File: config.mk
export PLATFORM = sky130hd
export DESIGN_NAME = sub_arbiter
export DESIGN_NICKNAME = d
export VERILOG_FILES = /design/src/rtl/sub_arbiter_pkg.sv /design/src/rtl/rr_arbiter.sv /design/src/rtl/sub_arbiter.sv
export SDC_FILE = /design/constraint.sdc
export NUM_CORES = 1
export LEC_CHECK = 0
export CAP_MARGIN = 5
export CORE_AREA = 2 2 156 158
export DETAILED_ROUTE_END_ITERATION = 10
export DIE_AREA = 0 0 158 160
export MAX_ROUTING_LAYER = met4
export PLACE_DENSITY = 0.66
export SLEW_MARGIN = 20
export SYNTH_ARGS = -nofsm -noshare
export SYNTH_HDL_FRONTEND = slang
export SYNTH_SLANG_ARGS = --single-unit
File: constraint.sdc
create_clock -name clk -period 4 [get_ports clk]
set_input_delay 0.8 -clock clk [delete_from_list [all_inputs] [get_ports clk]]
set_output_delay 0.8 -clock clk [all_outputs]
set_load 0.02 [all_outputs]
File: src/rtl/sub_arbiter_pkg.sv
// Shared types and the round-robin pick helper for the subtractor arbiter.
package sub_arbiter_pkg;

    localparam int MAX_REQ = 16;

    typedef enum logic [1:0] {
        IDLE  = 2'd0,
        ISSUE = 2'd1,
        RESP  = 2'd2
    } sub_arb_state_e;

    // Search starts one past the last grant and wraps modulo n; first hit wins.
    function automatic logic [MAX_REQ-1:0] rr_grant(
        input logic [MAX_REQ-1:0] req,
        input int                 last,
        input int                 n
    );
        logic [MAX_REQ-1:0] gnt;
        logic               found;
        int                 idx;
        gnt   = '0;
        found = 1'b0;
        for (int k = 1; k <= MAX_REQ; k++) begin
            idx = (last + k) % n;
            if (!found && (k <= n) && req[idx[3:0]]) begin
                gnt[idx[3:0]] = 1'b1;
                found         = 1'b1;
            end
        end
        return gnt;
    endfunction

endpackage

File: src/rtl/rr_arbiter.sv
// Combinational round-robin pick: one-hot grant plus its index.
module rr_arbiter
    import sub_arbiter_pkg::*;
#(
    parameter int NUM_REQ = 4,
    parameter int IDX_W   = (NUM_REQ > 1) ? $clog2(NUM_REQ) : 1
) (
    input  logic [NUM_REQ-1:0] req,
    input  logic [IDX_W-1:0]   last_grant,
    output logic [NUM_REQ-1:0] grant,
    output logic [IDX_W-1:0]   grant_idx,
    output logic               grant_any
);

    logic [MAX_REQ-1:0] req_ext;
    logic [MAX_REQ-1:0] gnt_ext;

    always_comb begin
        req_ext                = '0;
        req_ext[NUM_REQ-1:0]   = req;
        gnt_ext                = rr_grant(req_ext, int'(last_grant), NUM_REQ);
        grant                  = gnt_ext[NUM_REQ-1:0];
        grant_any              = |gnt_ext;
        grant_idx              = '0;
        for (int i = 0; i < NUM_REQ; i++) begin
            if (grant[i]) grant_idx = IDX_W'(i);
        end
    end

endmodule

File: src/rtl/sub_arbiter.sv
// Round-robin sequencer sharing one external subtractor among NUM_REQ requesters.
// Optional borrow output enabled by defining SUB_ARBITER_BORROW_EN.
module sub_arbiter
    import sub_arbiter_pkg::*;
#(
    parameter int OPERAND_WIDTH = 32,
    parameter int NUM_REQ       = 4
) (
    input  logic                             clk,
    input  logic                             rst,
    input  logic [NUM_REQ-1:0]               req_valid,
    output logic [NUM_REQ-1:0]               req_ready,
    input  logic [NUM_REQ*OPERAND_WIDTH-1:0] req_lhs,
    input  logic [NUM_REQ*OPERAND_WIDTH-1:0] req_rhs,
    output logic [NUM_REQ-1:0]               rsp_valid,
    input  logic [NUM_REQ-1:0]               rsp_ready,
    output logic [OPERAND_WIDTH-1:0]         rsp_result,
`ifdef SUB_ARBITER_BORROW_EN
    output logic                             rsp_borrow,
`endif
    output logic [OPERAND_WIDTH-1:0]         sub_lhs,
    output logic [OPERAND_WIDTH-1:0]         sub_rhs,
    input  logic [OPERAND_WIDTH-1:0]         sub_result
);

    localparam int IDX_W = (NUM_REQ > 1) ? $clog2(NUM_REQ) : 1;

    sub_arb_state_e           state_q, state_d;
    logic [IDX_W-1:0]         owner_q, owner_d;
    logic [IDX_W-1:0]         last_q, last_d;
    logic [OPERAND_WIDTH-1:0] lhs_q, lhs_d;
    logic [OPERAND_WIDTH-1:0] rhs_q, rhs_d;
    logic [OPERAND_WIDTH-1:0] res_q, res_d;
`ifdef SUB_ARBITER_BORROW_EN
    logic                     borrow_q, borrow_d;
`endif

    logic [NUM_REQ-1:0] grant;
    logic [IDX_W-1:0]   grant_idx;
    logic               grant_any;

    rr_arbiter #(
        .NUM_REQ (NUM_REQ),
        .IDX_W   (IDX_W)
    ) u_rr (
        .req        (req_valid),
        .last_grant (last_q),
        .grant      (grant),
        .grant_idx  (grant_idx),
        .grant_any  (grant_any)
    );

    always_comb begin
        state_d   = state_q;
        owner_d   = owner_q;
        last_d    = last_q;
        lhs_d     = lhs_q;
        rhs_d     = rhs_q;
        res_d     = res_q;
`ifdef SUB_ARBITER_BORROW_EN
        borrow_d  = borrow_q;
`endif
        req_ready = '0;
        unique case (state_q)
            IDLE: begin
                // Gated by rst so nothing is offered while reset is held.
                if (rst && grant_any) begin
                    req_ready = grant;
                    owner_d   = grant_idx;
                    last_d    = grant_idx;
                    state_d   = ISSUE;
                    for (int i = 0; i < NUM_REQ; i++) begin
                        if (grant[i]) begin
                            lhs_d = req_lhs[i*OPERAND_WIDTH +: OPERAND_WIDTH];
                            rhs_d = req_rhs[i*OPERAND_WIDTH +: OPERAND_WIDTH];
                        end
                    end
                end
            end
            ISSUE: begin
                res_d    = sub_result;
`ifdef SUB_ARBITER_BORROW_EN
                borrow_d = (lhs_q < rhs_q);
`endif
                state_d  = RESP;
            end
            RESP: begin
                if (rsp_ready[owner_q]) state_d = IDLE;
            end
            default: state_d = IDLE;
        endcase
    end

    always_ff @(posedge clk or negedge rst) begin
        if (!rst) begin
            state_q  <= IDLE;
            owner_q  <= '0;
            last_q   <= IDX_W'(NUM_REQ - 1);
            lhs_q    <= '0;
            rhs_q    <= '0;
            res_q    <= '0;
`ifdef SUB_ARBITER_BORROW_EN
            borrow_q <= 1'b0;
`endif
        end else begin
            state_q  <= state_d;
            owner_q  <= owner_d;
            last_q   <= last_d;
            lhs_q    <= lhs_d;
            rhs_q    <= rhs_d;
            res_q    <= res_d;
`ifdef SUB_ARBITER_BORROW_EN
            borrow_q <= borrow_d;
`endif
        end
    end

    assign rsp_valid  = (state_q == RESP) ? (NUM_REQ'(1) << owner_q) : '0;
    assign rsp_result = res_q;
    assign sub_lhs    = lhs_q;
    assign sub_rhs    = rhs_q;
`ifdef SUB_ARBITER_BORROW_EN
    assign rsp_borrow = borrow_q;
`endif

endmodule

==> out/metrics.yaml <==
outcome: "completed"
critPathLaunch: "req_valid[2]"
cts_tree: "yes"
ant_nets: 0
p_leak_nw: 4.79
antenna_cells: 0
grt_use_total_pct: 21.3
synth_top_area_share_pct: 35.0
slew_headroom_pct: 45.9
cpPeakStageDelay_ns: 0.55
critPathTopFamily: "buffers and inverters"
synthFlopType: "dfrtp_1"
worst_pin_slew_ns: 0.811
grt_setup_unrepaired: "false"
setup_violations: 0
period_needed_ns: 3.91
synth_top_area_cell: "dfrtp_1"
drc_errors: 0
firstDrtPassIters: 4
start_kind: "input pin"
initial_core_util_pct: 30.0
syn_avg_cell_area_um2: 11.0
fmax_mhz: 256
syn_nets: 958
cp_slowest_cell: "mux4_2"
gp_congestion: 0.803
grt_pass1_wl_um: 40700
first_iter_violations: 317
die_x_um: 158
grt_max_degree: 69
synth.most_common_cell: "dfrtp_1"
wirelength_um: 26900
cp_data_required_time_ns: 3.20
peakVddDrop_mv: 0.812
wl_per_cell_um: 19.8
yosys-top-cells-count: "100 x dfrtp_1, 68 x inv_1, 66 x a21oi_1"
antenna_found_initial: 0
cts_buffer_depth: 2
die_h_um: 160
htreeDepth: 3
hpwl_um: 19700
synthesis.area_um2: 7140
fin_worst_skew_ns: 0.0111
r2r_start: "last_q[0]"
cp-end-kind: "output port"
worstHoldStart: "rsp_result[22]"
dieArea_um2: 25300
min_path_type: "flip-flop to flip-flop"
ys_seq_elements: 102
final_core_util_pct: 49.7
drive_gt1_share_pct: 18.0
n_fill_cell: 2239
cp_max_fo: 9
synth_edf_count: 0
clkLatencyLatePin_ns: 0.36
ys_warn_count: 0
vias: 6678
ios: 402
ys_seq_area_share_pct: 35.8
port_buffers: 401
drv_cap: 0
finalCritPeriodShare_pct: 97.7
cts_sinks: 102
grt_pass1_vias: 6859
finalHoldViolCount: 0
tns_ns: 0
core_area_um2: 23800
crit_type: "input pin to output port"
cts_made_buffers: 9
area_growth_pct: 65.8
synthArstFlopShare_pct: 100
ys_top_cells_by_area: "dfrtp_1 35%, a32oi_2 14%, mux2_2 8.8%, o211ai_1 6.7%, o21bai_1 6.7%"
clkSlewWorstSetupHoldPaths_ns: 0.09
overflow: 0
slew_viol_final: 0
synth_cell_types: 38
final_nets: 1334
synth_cells: 652
cp.arrival_ns: 3.11
rows: 57
path_cells: "clkdlybuf4s50_1, mux4_2, buf_4, nor2b_1, a2bb2oi_1, and2_2, nor2_1, dlygate4sd2_1"
cts_root_buf: "clkbuf_16"
worst-path-buf-inv: 3
p_per_area_nw_per_um2: 923
avgViaCountPerCell: 4.92
hold_buffers: 0
## power by group
part	switching [mW]	internal, mW	total, mW
registers	0.285	1.58	1.87
logic	4.60	3.53	8.14
clock network	0.480	0.450	0.931
total	5.37	5.57	10.9
## worst register-to-register path: stages (launching register included)
cell and delay (ns):
dfstp_2 0.54, inv_1 0.08, ha_1 0.33, mux4_2 0.36, buf_4 0.19, and2_1 0.18
a2111oi_4 0.33, buf_4 0.21, buf_12 0.21, and4bb_4 0.32, nand3_4 0.08, buf_4 0.33
a32oi_1 0.28
## cell families after synthesis
family / after synthesis / share of synthesized area [%]
mux: 103 / 17.0
flops: 102 / 35.8
compound gates: 268 / 33.4
simple gates: 34 / 3.35
buf+inv: 137 / 9.00
fa+ha+maj: 8 / 1.40
## cell usage in the layout (no fill, tap or decap), drive strengths merged, types with 5 or more instances in the layout
master         count
a32oi             64
mux2              98
nand2              8
nor2               6
nor3b              5
buf               33
clkbuf             9
o21bai            64
inv               72
clkdlybuf4s50    396
ha                 8
a21oi             66
mux4               5
o211ai            64
dfrtp            100
o21ai              5
## metal layers
layer / track usage (%) / vias up / part of all wire (%) / wire [µm]
met1: 26.6 / 3236 / 42 / 11300
met4: 5.00 / 0 / 1.9 / 519
met2: 35.9 / 229 / 51 / 13600
met3: 3.58 / 27 / 5.6 / 1520
met5: - / - / 0 / 0
li1: - / 3186 / - / -
## state kept, by name, indices dropped and copies added (netlist names)
name,count
owner_q,2
state_q,2
last_q,2
sub_lhs,32
rsp_result,32
sub_rhs,32
## metrics by stage
stage          area, µm²  power [mW]  setup slack [ns]  hold slack (ns)  cells
5_1_grt            11800        11.7            0.0456            0.516   1357
2_1_floorplan       7140        7.28             0.408            0.504    652
6_report           11800        10.9            0.0928            0.509   1357
3_5_place_dp       11500        10.2            -0.210            0.491   1340
4_1_cts            11800        11.1            0.0781            0.513   1356
3_3_place_gp       11500        10.1            -0.230            0.486   1340
## cell type report
class	instances	area [µm²]	share of cell area (%)
Clock inverter	7	86.3	0.729
Multi-Input combinational cell	413	3980	33.6
Sequential cell	102	2550	21.6
Inverter	69	259	2.19
Clock buffer	9	225	1.90
Tap cell	324	405	3.42
Timing Repair Buffer	433	4330	36.6
## worst paths after layout
path | endpoint | slack (ns) | depth (start not counted)
setup / recovery | req_ready[3] | 0.09 | 8
hold reg to reg | rsp_result[22] | 0.51 | 1
hold / removal | rsp_result[22] | 0.51 | 1
min in group asynchronous | sub_lhs[18] | 0.59 | 2
setup reg to reg | sub_rhs[1] | 0.48 | 12
max in group asynchronous | owner_q[0] | 2.16 | 3
## timing repair
| item | in CTS | in global routing |
|---|---|---|
| resized for setup | 4 | 0 |
| buffers inserted | 0 | 1 |
| setup endpoints to repair | 4 | 1 |
| pin swaps | 0 | 1 |
Note: power is estimated with default switching activity, not from simulation.
==> patch: new RTL, config.mk and constraints unchanged <==
`res_q` no longer has a reset.
--- a/src/rtl/sub_arbiter.sv
+++ b/src/rtl/sub_arbiter.sv
@@ -98,7 +98,6 @@
             last_q   <= IDX_W'(NUM_REQ - 1);
             lhs_q    <= '0;
             rhs_q    <= '0;
-            res_q    <= '0;
 `ifdef SUB_ARBITER_BORROW_EN
             borrow_q <= 1'b0;
 `endif
@@ -108,11 +107,14 @@
             last_q   <= last_d;
             lhs_q    <= lhs_d;
             rhs_q    <= rhs_d;
-            res_q    <= res_d;
 `ifdef SUB_ARBITER_BORROW_EN
             borrow_q <= borrow_d;
 `endif
         end
+    end
+
+    always_ff @(posedge clk) begin
+        res_q <= res_d;
     end
 
     assign rsp_valid  = (state_q == RESP) ? (NUM_REQ'(1) << owner_q) : '0;
Function: differs if rst is asserted again (counterexample within 4 cycles, from zero or initial values and one cycle with rst low); with rst held inactive, the same outputs for 4 cycles.
==> patch against the original RTL <==
Synthesized cell count is 5.5% lower; critical path type is now reg2out; first-iteration DRC count is 2.5% lower; wire length is 1.6% higher; area after synthesis is 2.9% lower; register-to-register slack worse by 0.17 ns; worst hold slack better by 0.014 ns; final cell count is 2.3% lower; design area is 1.8% lower; count of clock-buffer cells in the layout stayed put; power is 5.4% lower; combinational power is 6.1% lower; worst setup slack better by 0.077 ns; sequential cell count stayed put.
==> patch: results (changes against the original RTL) <==
<table>
<tr><th>Metric</th><th>Value</th></tr>
<tr><th colspan="2">Run status</th></tr>
<tr><td>Run status</td><td>complete, no violations (unchanged)</td></tr>
<tr><th colspan="2">Finish</th></tr>
<tr><td>Multi-input logic area</td><td>3623 um2 (was 3979 um2)</td></tr>
<tr><td>Filler cells</td><td>2236 (was 2239)</td></tr>
<tr><td>Antenna diodes</td><td>1 (was 0)</td></tr>
<tr><td>Share of post-route cells with drive strength above 1</td><td>15.48% (was 18.01%)</td></tr>
<tr><td>Non-clock buffers, area share</td><td>37.15% (was 36.59%)</td></tr>
<tr><td>Net count reported at finish</td><td>1302 (was 1334)</td></tr>
<tr><th colspan="2">Routing</th></tr>
<tr><td>Routed wl met3</td><td>1728 um (was 1516 um)</td></tr>
<tr><td>Starting DRT DRC Count</td><td>309 (was 317)</td></tr>
<tr><td>Total detailed-routing wirelength</td><td>27330 um (was 26890 um)</td></tr>
<tr><td>Routed length on met2</td><td>14010 um (was 13580 um)</td></tr>
<tr><th colspan="2">Placed design</th></tr>
<tr><td>Final Wtd Congestion</td><td>0.8523 (was 0.8032)</td></tr>
<tr><td>Half-perimeter wire length after detailed placement</td><td>19950 um (was 19700 um)</td></tr>
<tr><td>Total placed instance area</td><td>11330 um2 (was 11530 um2)</td></tr>
<tr><th colspan="2">Global routing</th></tr>
<tr><td>Wire length of the first global-routing pass</td><td>40540 um (was 40660 um)</td></tr>
<tr><td>Met2 Resource Use GR</td><td>37.13% (was 35.93%)</td></tr>
<tr><td>Vias in the first global route</td><td>6822 (was 6859)</td></tr>
<tr><th colspan="2">Power and ir drop</th></tr>
<tr><td>VDD IR-drop max</td><td>0.5698 mV (was 0.8123 mV)</td></tr>
<tr><td>Leakage dissipation</td><td>4.579 nW (was 4.792 nW)</td></tr>
<tr><th colspan="2">Synthesis</th></tr>
<tr><td>Distinct cells, synth</td><td>39 (was 38)</td></tr>
<tr><td>Main area contributors after synthesis</td><td>dfrtp_1 25%, a32oi_2 14%, edfxtp_1 14% (was dfrtp_1 35%, a32oi_2 14%, mux2_2 8.8%)</td></tr>
<tr><td>Commonest cells in the netlist</td><td>68 x dfrtp_1, 68 x inv_1, 66 x a21oi_1 (was 100 x dfrtp_1, 68 x inv_1, 66 x a21oi_1)</td></tr>
<tr><td>Portion of the post-synthesis area used by sequential elements</td><td>39.15% (was 35.77%)</td></tr>
<tr><td>Fraction of registers with async set/reset</td><td>68.63% (was 100.0%)</td></tr>
<tr><th colspan="2">Critical path</th></tr>
<tr><td>Critical path data arrival time</td><td>3.03 ns (was 3.11 ns)</td></tr>
<tr><th colspan="2">Min path</th></tr>
<tr><td>Worst-case hold path end point</td><td>sub_rhs[13]$_DFFE_PN0P_ (was rsp_result[22]$_DFFE_PN0N_)</td></tr>
<tr><th colspan="2">Timing</th></tr>
<tr><td>Final-layout worst hold slack</td><td>0.5232 ns (was 0.5090 ns)</td></tr>
<tr><td>Max-Slew Margin vs Limit</td><td>43.46% (was 45.92%)</td></tr>
</table>
-- patch: critical path: stages (launching register included) --
cell	delay, ns
dfstp_2	0.64
inv_1	0.13
ha_1	0.36
mux4_2	0.40
nor4b_4	0.38
nand2_1	0.11
and2_2	0.19
nor2_1	0.11
dlygate4sd2_1	0.35
-- patch: logic make-up (layout without fill, tap and decap cells) --
| logic type | count (synthesis) | after routing | share of synthesized area [%] |
|---|---|---|---|
| adders and majority gates | 8 | 8 | 1.443 |
| DFF | 102 | 102 | 39.15 |
| and+or+nand+nor | 34 | 34 | 3.446 |
| buffers and inverters | 133 | 518 | 9.147 |
| other | 0 | 1 | 0 |
| AOI/OAI and AO/OA | 268 | 268 | 34.48 |
| muxes | 71 | 71 | 12.34 |
-- patch: report_power, final --
group | internal, mW | total, mW | switching, mW
Sequential | 1.55 | 1.79 | 0.243
Clock | 0.447 | 0.907 | 0.459
Combinational | 3.18 | 7.64 | 4.46
